<file path="config.mk">
export PLATFORM = sky130hd
export DESIGN_NAME = snn_timestep_scheduler
export DESIGN_NICKNAME = d
export VERILOG_FILES = /design/src/rtl/snn_timestep_scheduler.sv
export SDC_FILE = /design/constraint.sdc
export NUM_CORES = 1
export LEC_CHECK = 0
export ABC_AREA = 1
export CAP_MARGIN = 20
export CORE_UTILIZATION = 25
export DETAILED_ROUTE_END_ITERATION = 16
export DONT_BUFFER_PORTS = 1
export GPL_ROUTABILITY_DRIVEN = 0
export SLEW_MARGIN = 25
export SYNTH_ARGS = -nofsm -noshare
export SYNTH_HDL_FRONTEND = slang
export SYNTH_SLANG_ARGS = --single-unit
</file>
<file path="constraint.sdc">
create_clock -name i_clk -period 5.3 [get_ports i_clk]
set_input_delay 1.325 -clock i_clk [delete_from_list [all_inputs] [get_ports i_clk]]
set_output_delay 1.325 -clock i_clk [all_outputs]
set_load 0.01 [all_outputs]
</file>
<file path="src/rtl/snn_timestep_scheduler.sv">
// snn_timestep_scheduler: sequences one sample through an 8-neuron LIF layer.
// Each sample starts by clearing the layer. Each timestep vector is then driven
// for one cycle and followed by a settle window. The layer's output spikes are
// counted during the drive and settle cycles, and the winning neuron (lowest
// index on ties) is reported over a valid/ready interface.
module snn_timestep_scheduler #(
  parameter int NUM_NEURONS   = 8,
  parameter int NUM_STEPS     = 16,
  parameter int SETTLE_CYCLES = 2,
  parameter int CNT_W         = 5
) (
  input  logic                           i_clk,
  input  logic                           i_reset,
  input  logic                           i_start,
  output logic                           o_busy,
  input  logic                           i_in_valid,
  output logic                           o_in_ready,
  input  logic [NUM_NEURONS-1:0]         i_in_spike,
  output logic [NUM_NEURONS-1:0]         o_layer_spike,
  output logic                           o_layer_reset_n,
  input  logic [NUM_NEURONS-1:0]         i_layer_out_spike,
  output logic [$clog2(NUM_STEPS)-1:0]   o_step_idx,
  output logic                           o_result_valid,
  input  logic                           i_result_ready,
  output logic [$clog2(NUM_NEURONS)-1:0] o_result_class,
  output logic [CNT_W-1:0]               o_result_count
);

  localparam int STEP_W  = $clog2(NUM_STEPS);
  localparam int CLASS_W = $clog2(NUM_NEURONS);
  localparam int SET_W   = $clog2(SETTLE_CYCLES + 1);

  localparam logic [STEP_W-1:0]  LAST_STEP   = STEP_W'(NUM_STEPS - 1);
  localparam logic [SET_W-1:0]   LAST_SETTLE = SET_W'(SETTLE_CYCLES - 1);
  localparam logic [CLASS_W-1:0] LAST_NEURON = CLASS_W'(NUM_NEURONS - 1);
  localparam logic [CNT_W-1:0]   CNT_MAX     = {CNT_W{1'b1}};

  typedef enum logic [2:0] {
    S_IDLE   = 3'd0,
    S_CLEAR  = 3'd1,
    S_FETCH  = 3'd2,
    S_DRIVE  = 3'd3,
    S_SETTLE = 3'd4,
    S_SCAN   = 3'd5,
    S_DONE   = 3'd6
  } state_t;

  state_t                   r_state;
  logic                     r_busy;
  logic                     r_in_ready;
  logic [NUM_NEURONS-1:0]   r_layer_spike;
  logic                     r_layer_reset_n;
  logic [STEP_W-1:0]        r_step_idx;
  logic [SET_W-1:0]         r_settle_cnt;
  logic [CLASS_W-1:0]       r_scan_idx;
  logic [CNT_W-1:0]         r_cnt [NUM_NEURONS];
  logic [CLASS_W-1:0]       r_best_class;
  logic [CNT_W-1:0]         r_best_count;
  logic                     r_result_valid;

  logic                     w_in_window;
  logic                     w_clear_now;
  logic [CNT_W-1:0]         w_scan_cnt;

  // Saturating +1 of a spike counter when its lane fired.
  function automatic logic [CNT_W-1:0] sat_inc(input logic [CNT_W-1:0] v, input logic b);
    if (b && (v != CNT_MAX)) begin
      sat_inc = v + CNT_W'(1);
    end else begin
      sat_inc = v;
    end
  endfunction

  assign w_in_window = (r_state == S_DRIVE) || (r_state == S_SETTLE);
  assign w_clear_now = (r_state == S_IDLE) && i_start;
  assign w_scan_cnt  = r_cnt[r_scan_idx];

  // Per-neuron spike counters: zeroed on entry to CLEAR, count only in the window.
  always_ff @(posedge i_clk or posedge i_reset) begin
    if (i_reset) begin
      for (int i = 0; i < NUM_NEURONS; i++) r_cnt[i] <= '0;
    end else if (w_clear_now) begin
      for (int i = 0; i < NUM_NEURONS; i++) r_cnt[i] <= '0;
    end else if (w_in_window) begin
      for (int i = 0; i < NUM_NEURONS; i++) r_cnt[i] <= sat_inc(r_cnt[i], i_layer_out_spike[i]);
    end
  end

  // Sample sequencer FSM; every output is registered alongside the state.
  always_ff @(posedge i_clk or posedge i_reset) begin
    if (i_reset) begin
      r_state         <= S_IDLE;
      r_busy          <= 1'b0;
      r_in_ready      <= 1'b0;
      r_layer_spike   <= '0;
      r_layer_reset_n <= 1'b0;
      r_step_idx      <= '0;
      r_settle_cnt    <= '0;
      r_scan_idx      <= '0;
      r_best_class    <= '0;
      r_best_count    <= '0;
      r_result_valid  <= 1'b0;
    end else begin
      case (r_state)
        S_IDLE: begin
          if (i_start) begin
            r_state         <= S_CLEAR;
            r_busy          <= 1'b1;
            r_layer_reset_n <= 1'b0;
            r_step_idx      <= '0;
            r_settle_cnt    <= '0;
            r_scan_idx      <= '0;
            r_best_class    <= '0;
            r_best_count    <= '0;
          end else begin
            r_layer_reset_n <= 1'b1;
          end
        end
        S_CLEAR: begin
          r_state         <= S_FETCH;
          r_layer_reset_n <= 1'b1;
          r_in_ready      <= 1'b1;
        end
        S_FETCH: begin
          if (i_in_valid) begin
            r_state       <= S_DRIVE;
            r_in_ready    <= 1'b0;
            r_layer_spike <= i_in_spike;
          end
        end
        S_DRIVE: begin
          r_state       <= S_SETTLE;
          r_layer_spike <= '0;
          r_settle_cnt  <= '0;
        end
        S_SETTLE: begin
          if (r_settle_cnt == LAST_SETTLE) begin
            if (r_step_idx == LAST_STEP) begin
              r_state    <= S_SCAN;
              r_scan_idx <= '0;
            end else begin
              r_state    <= S_FETCH;
              r_step_idx <= r_step_idx + STEP_W'(1);
              r_in_ready <= 1'b1;
            end
          end else begin
            r_settle_cnt <= r_settle_cnt + SET_W'(1);
          end
        end
        S_SCAN: begin
          // Strictly greater keeps the lowest index on ties.
          if (w_scan_cnt > r_best_count) begin
            r_best_class <= r_scan_idx;
            r_best_count <= w_scan_cnt;
          end
          if (r_scan_idx == LAST_NEURON) begin
            r_state        <= S_DONE;
            r_result_valid <= 1'b1;
          end else begin
            r_scan_idx <= r_scan_idx + CLASS_W'(1);
          end
        end
        S_DONE: begin
          if (i_result_ready) begin
            r_state        <= S_IDLE;
            r_result_valid <= 1'b0;
            r_busy         <= 1'b0;
          end
        end
        default: begin
          r_state        <= S_IDLE;
          r_busy         <= 1'b0;
          r_in_ready     <= 1'b0;
          r_layer_spike  <= '0;
          r_result_valid <= 1'b0;
        end
      endcase
    end
  end

  assign o_busy          = r_busy;
  assign o_in_ready      = r_in_ready;
  assign o_layer_spike   = r_layer_spike;
  assign o_layer_reset_n = r_layer_reset_n;
  assign o_step_idx      = r_step_idx;
  assign o_result_valid  = r_result_valid;
  assign o_result_class  = r_best_class;
  assign o_result_count  = r_best_count;

endmodule

</file>
== After elaboration in Yosys (flattened, before gate mapping) ==
Index checks and enable logic that the tools add are counted.
Word-level totals
  flip-flop bits (word level): 72
  bits of input ports: 21
  output and inout bits: 24
  logic and storage cells: 160
Cells by class
  $add $sub $neg: 11
  order comparisons: 2
  eq/ne operators: 27
  multiplexer cells: 50
  bitwise operators: 5
  reduce and logical (&&, ||, !) cells: 46
Operators with widths (count)
  $mux W40: 2
  $mux W5: 12
  $add A5 B1 Y5 const B: 8
  $ne A5 B5 Y1 const B: 8
  $mux W3: 11
  $reduce_bool A2 Y1: 12
  $pmux W3 S7: 1
  $reduce_and A2 Y1: 9
  $ne A2 B2 Y1 const B: 8
  $pmux W8 S2: 1
  $bmux W5 S3: 1
  $reduce_or A5 Y1: 3
  $eq A3 B3 Y1 const B: 4
  $mux W4: 3
  $reduce_and A3 Y1: 4
  $pmux W5 S2: 1
  $reduce_and A5 Y1: 2
  $logic_and A1 B1 Y1: 9
  $pmux W3 S3: 1
  $mux W8: 1
  $pmux W4 S2: 1
  $reduce_and A4 Y1: 2
  $mux W1: 7
  $eq A3 B2 Y1 const B: 2
  21 further kinds: 28

== Depth between registers and ports, before layout ==
  depth in word-level cells: 7
  gate-level depth with buffers: 16
  depth with buffers taken out: 15

== Worst setup path after synthesis ==
No wires, ideal clock.
  kind: flip-flop to flip-flop
  start point: register r_scan_idx[0]
  end point: register r_best_class[0], in the netlist o_result_class[0]
  setup time: 0.123 ns
  arrival time: 1.961 ns
  required time: 5.177 ns
  setup slack: 3.216 ns
  stages on the path, launching flop included: 16
  buffers on the path: 3
  clock period less this slack: 2.084 ns
  path through: dfrtp_1 -> buf_2 -> buf_2 -> o21ai_0 -> nand2_1 -> nand2_1 -> nand2_1 -> ha_1 -> nand2_1 -> nor2_1 -> nand2_1 -> nand3_1 -> nand2_1 -> buf_2 -> nand3_1 -> o21ai_1
Between the ends
  word-level cells in the longest chain between the ends: 7
  elaborated cells on any way between the ends: 9
  those cells by class: 1 x order compare; 1 x eq/ne; 5 x mux; 1 x bitwise; 1 x reduce/logical
RTL lines
  start, declared: line 55  | logic [CLASS_W-1:0] r_scan_idx;
  start signal, assigned: line 160  | r_scan_idx <= r_scan_idx + CLASS_W'(1);
  $not A3 Y4 (not written as such): line 76  | assign w_scan_cnt = r_cnt[r_scan_idx];
  $bmux W5 S3: line 76
  $mux W5 (not written as such) (2 in series): line 76
  $gt A5 B5 Y1: line 152  | if (w_scan_cnt > r_best_count) begin
  $ne A2 B2 Y1 (no line)
  $reduce_and A3 Y1 (no line)
  end signal, assigned: line 153  | r_best_class <= r_scan_idx;
  end, declared: line 57  | logic [CLASS_W-1:0] r_best_class;
Several ways; a longest one is shown, not always the timed one. The select of a mux whose other input is x is not followed.
A chain may end at the register's enable or synchronous reset.

== Final worst setup path ==
  start point: register r_scan_idx[1]
  end point: register r_best_count[1], in the netlist o_result_count[1]
Between the ends
  word-level cells in the longest chain between the ends: 7
  elaborated cells on any way between the ends: 9
  those cells by class: 1 x order compare; 1 x eq/ne; 5 x mux; 1 x bitwise; 1 x reduce/logical
RTL lines
  $not A3 Y4 (not written as such) (*): line 76
  $bmux W5 S3 (*): line 76
  $mux W5 (not written as such) (*) (2 in series): line 76
  $gt A5 B5 Y1: line 152
  $ne A2 B2 Y1 (no line)
  $reduce_and A3 Y1 (no line)
  end signal, assigned: line 154  | r_best_count <= w_scan_cnt;
  end, declared: line 58  | logic [CNT_W-1:0] r_best_count;
Mark *: on every way between the ends. The rest lies on a longest branch, timed or not. The select of a mux whose other input is x is not followed.

==> impl_metrics.yaml <==
die:
  rows: 47
  die_w_um: 132.5
  dieArea_um2: 17560
  core_area_um2: 16580
  pin_count: 45
  die_y_um: 132.5
  start_util_pct: 25.68
routing:
  totalWireLength_um: 9527
  firstDrtPassIters: 4
  routedWlPerCell_um: 12.44
  drtAntennaViolNets: 0
  drtIter0Drc: 190
  num_vias: 3446
  drcViolationCount: 0
  viasPerCell: 4.499
critical_path:
  r2r_start: "r_scan_idx[1]"
  crit_path_max_fanout: 20
  rrSetupSlack_ps: 2670
  rr_worst_depth: 13
  cp-start-kind: "flop"
  cp.arrival_ps: 2850
  cp-end-kind: "flop"
  crit_start: "r_scan_idx[1]"
  crit_end: "o_result_count[1]"
  path_class: "reg -> reg"
  worst_r2r_endpoint: "o_result_count[1]"
  crit_required_ps: 5510
final_layout:
  seq_area_um2: 1803
  multi_input_area_um2: 2101
  syn2layout_area_growth_pct: 12.58
  final_nets: 588
  drive_above_1_share_pct: 8.425
  final_common_cell: "nand2_1"
  fin_util_pct: 28.90
  n_fill_cell: 1818
  layout_common_cells: "118 x nand2_1, 80 x nand3_1, 71 x dfrtp_1"
  diodes: 0
  postLayoutCellArea_um2: 4793
placed_design:
  portBuffers: 0
  dpl-instance-area_um2: 4471
  dp_hpwl_um: 6989
sta:
  setup_viol_count_final: 0
  rsz0062_at_grt: "false"
  hold_viol: 0
  drv_slew: 0
  max_freq_mhz: 379.6
  setup_tns_ps: 0
  fin_skew_ps: 6.783
  period_share_pct: 49.70
  min_period_ps: 2634
  tightest_slew_ps: 858.4
  timing.hold.ws_ps: 493.3
  relSlewSlack_pct: 42.78
synthesis:
  yosysWarnings: 0
  synth.distinct_cells: 31
  ys_seq_area_share_pct: 42.32
  synth_area_um2: 4258
  ys_ff_latch: 72
  synth.net_count: 589
  synthCells: 542
  synth_area_per_cell_um2: 7.856
global_route:
  grt_usage_pct: 11.55
  antenna_found_initial: 0
  grt_pass1_wl_um: 16160
  grt_pass1_vias: 3278
  overflow: 0
  grt_max_degree: 42
clock_network:
  cts_inserted_buffers: 9
  htreeDepth: 3
  cts_resized: 0
  cts_tree: "built"
  cts-root-buf: "clkbuf_16"
  cts_buffer_depth: 2
  cts_setup_buffers: 0
  worstSkewPairLatency_ps: 330
  cts.clk_slew.worst_paths_ps: 50
  cts_hold_buf: 0
  cts.sinks: 72
power:
  p_leak_nw: 2.328
  totalPowerFinal_w: 0.002530
  vdd_drop_max_uv: 256.2
  powerDensity_nw_per_um2: 527.9
min_path:
  hold_path.class: "reg -> reg"
  hold_depth: 2
outcome:
  status: "finished clean"
job:
  maxCapViolCount: 0
[layer usage]
layer / vias to the layer above / track usage, % / part of all wire [%] / wire length, um
li1: 1776 / - / - / -
met1: 1592 / 15.13 / 48 / 4571
met2: 70 / 18.07 / 44 / 4203
met3: 8 / 3.448 / 6.7 / 643
met4: 0 / 3.895 / 1.1 / 108
met5: - / 0 / 0 / 0
[cell type report]
class | instances | share of cell area, %
Timing Repair Buffer | 3 | 0.4699
Multi-Input combinational cell | 383 | 43.83
Tap cell | 220 | 5.743
Inverter | 72 | 5.638
Sequential cell | 72 | 37.61
Clock buffer | 10 | 4.986
Clock inverter | 6 | 1.723
[per-stage QoR]
| step | setup slack (ps) | instances |
|---|---|---|
| 5_1_grt | 2368 | 766 |
| 3_5_place_dp | 2337 | 750 |
| 6_report | 2666 | 766 |
| 4_1_cts | 2316 | 766 |
| 3_3_place_gp | 2433 | 750 |
| 2_1_floorplan | 2150 | 542 |
[Yosys cell counts, drive strengths merged]
library cell / count / area share [%]
a21oi: 9 / 1.1
nor2: 31 / 3.1
o21bai: 1 / 0.18
xnor2: 3 / 0.62
clkbuf: 3 / 0.26
nor3: 5 / 0.71
xor2: 15 / 3.1
inv: 72 / 6.3
fa: 1 / 0.47
nand3: 81 / 9.6
nand4: 5 / 0.73
buf: 12 / 1.7
ha: 25 / 7.3
o211ai: 9 / 1.6
o21ai: 64 / 7.6
nand2: 127 / 12
nand3b: 7 / 1.4
dfrtp: 72 / 42
[report_power, final]
group / switching, W / internal, W / leakage, nW / total (W)
combinational: 0.000640 / 0.000328 / 1.21 / 0.000968
clock: 0.000230 / 0.000422 / 0.158 / 0.000652
sequential: 0.000195 / 0.000715 / 0.964 / 0.000910
[cell families (layout without fill, tap and decap cells)]
group / after synthesis / count (layout) / share of synthesized area (%)
DFF: 72 / 72 / 42.32
xor gates and xnor gates: 18 / 18 / 3.703
AOI/OAI and AO/OA: 83 / 83 / 10.52
and+or+nand+nor: 256 / 256 / 27.30
adders and majority gates: 26 / 26 / 7.817
buffers and inverters: 87 / 91 / 8.346
[how the worst min path moves through the flow]
stage,start,end,slack [ps]
final,r_settle_cnt[1],r_settle_cnt[1],490
after global routing,r_settle_cnt[0],r_settle_cnt[0],520
after CTS,r_settle_cnt[1],r_settle_cnt[1],500
after detailed placement,r_settle_cnt[1],r_settle_cnt[1],490
after global placement,r_settle_cnt[1],r_settle_cnt[1],480
after floorplan,r_settle_cnt[1],r_settle_cnt[1],450
[worst max-delay path, stage by stage, from the launching register on]
cell     delay, ps
dfrtp_1        750
inv_1          210
nand3_1        130
nand3_1         70
nand2_1         90
inv_1           50
ha_1           280
nand2_1         70
nor2_1         170
a21oi_2         70
nand2_1        330
inv_1          160
nand2_1        100
nand2_1         50
[flip-flops by register name, summed over array words and instances, names as in the netlist]
signal	cells
o_busy	1
o_in_ready	1
o_layer_reset_n	1
o_layer_spike	8
o_result_class	3
o_result_count	5
o_result_valid	1
o_step_idx	4
r_cnt	40
r_scan_idx	3
r_settle_cnt	2
r_state	3
No activity file was read; power rests on OpenSTA's default activity.
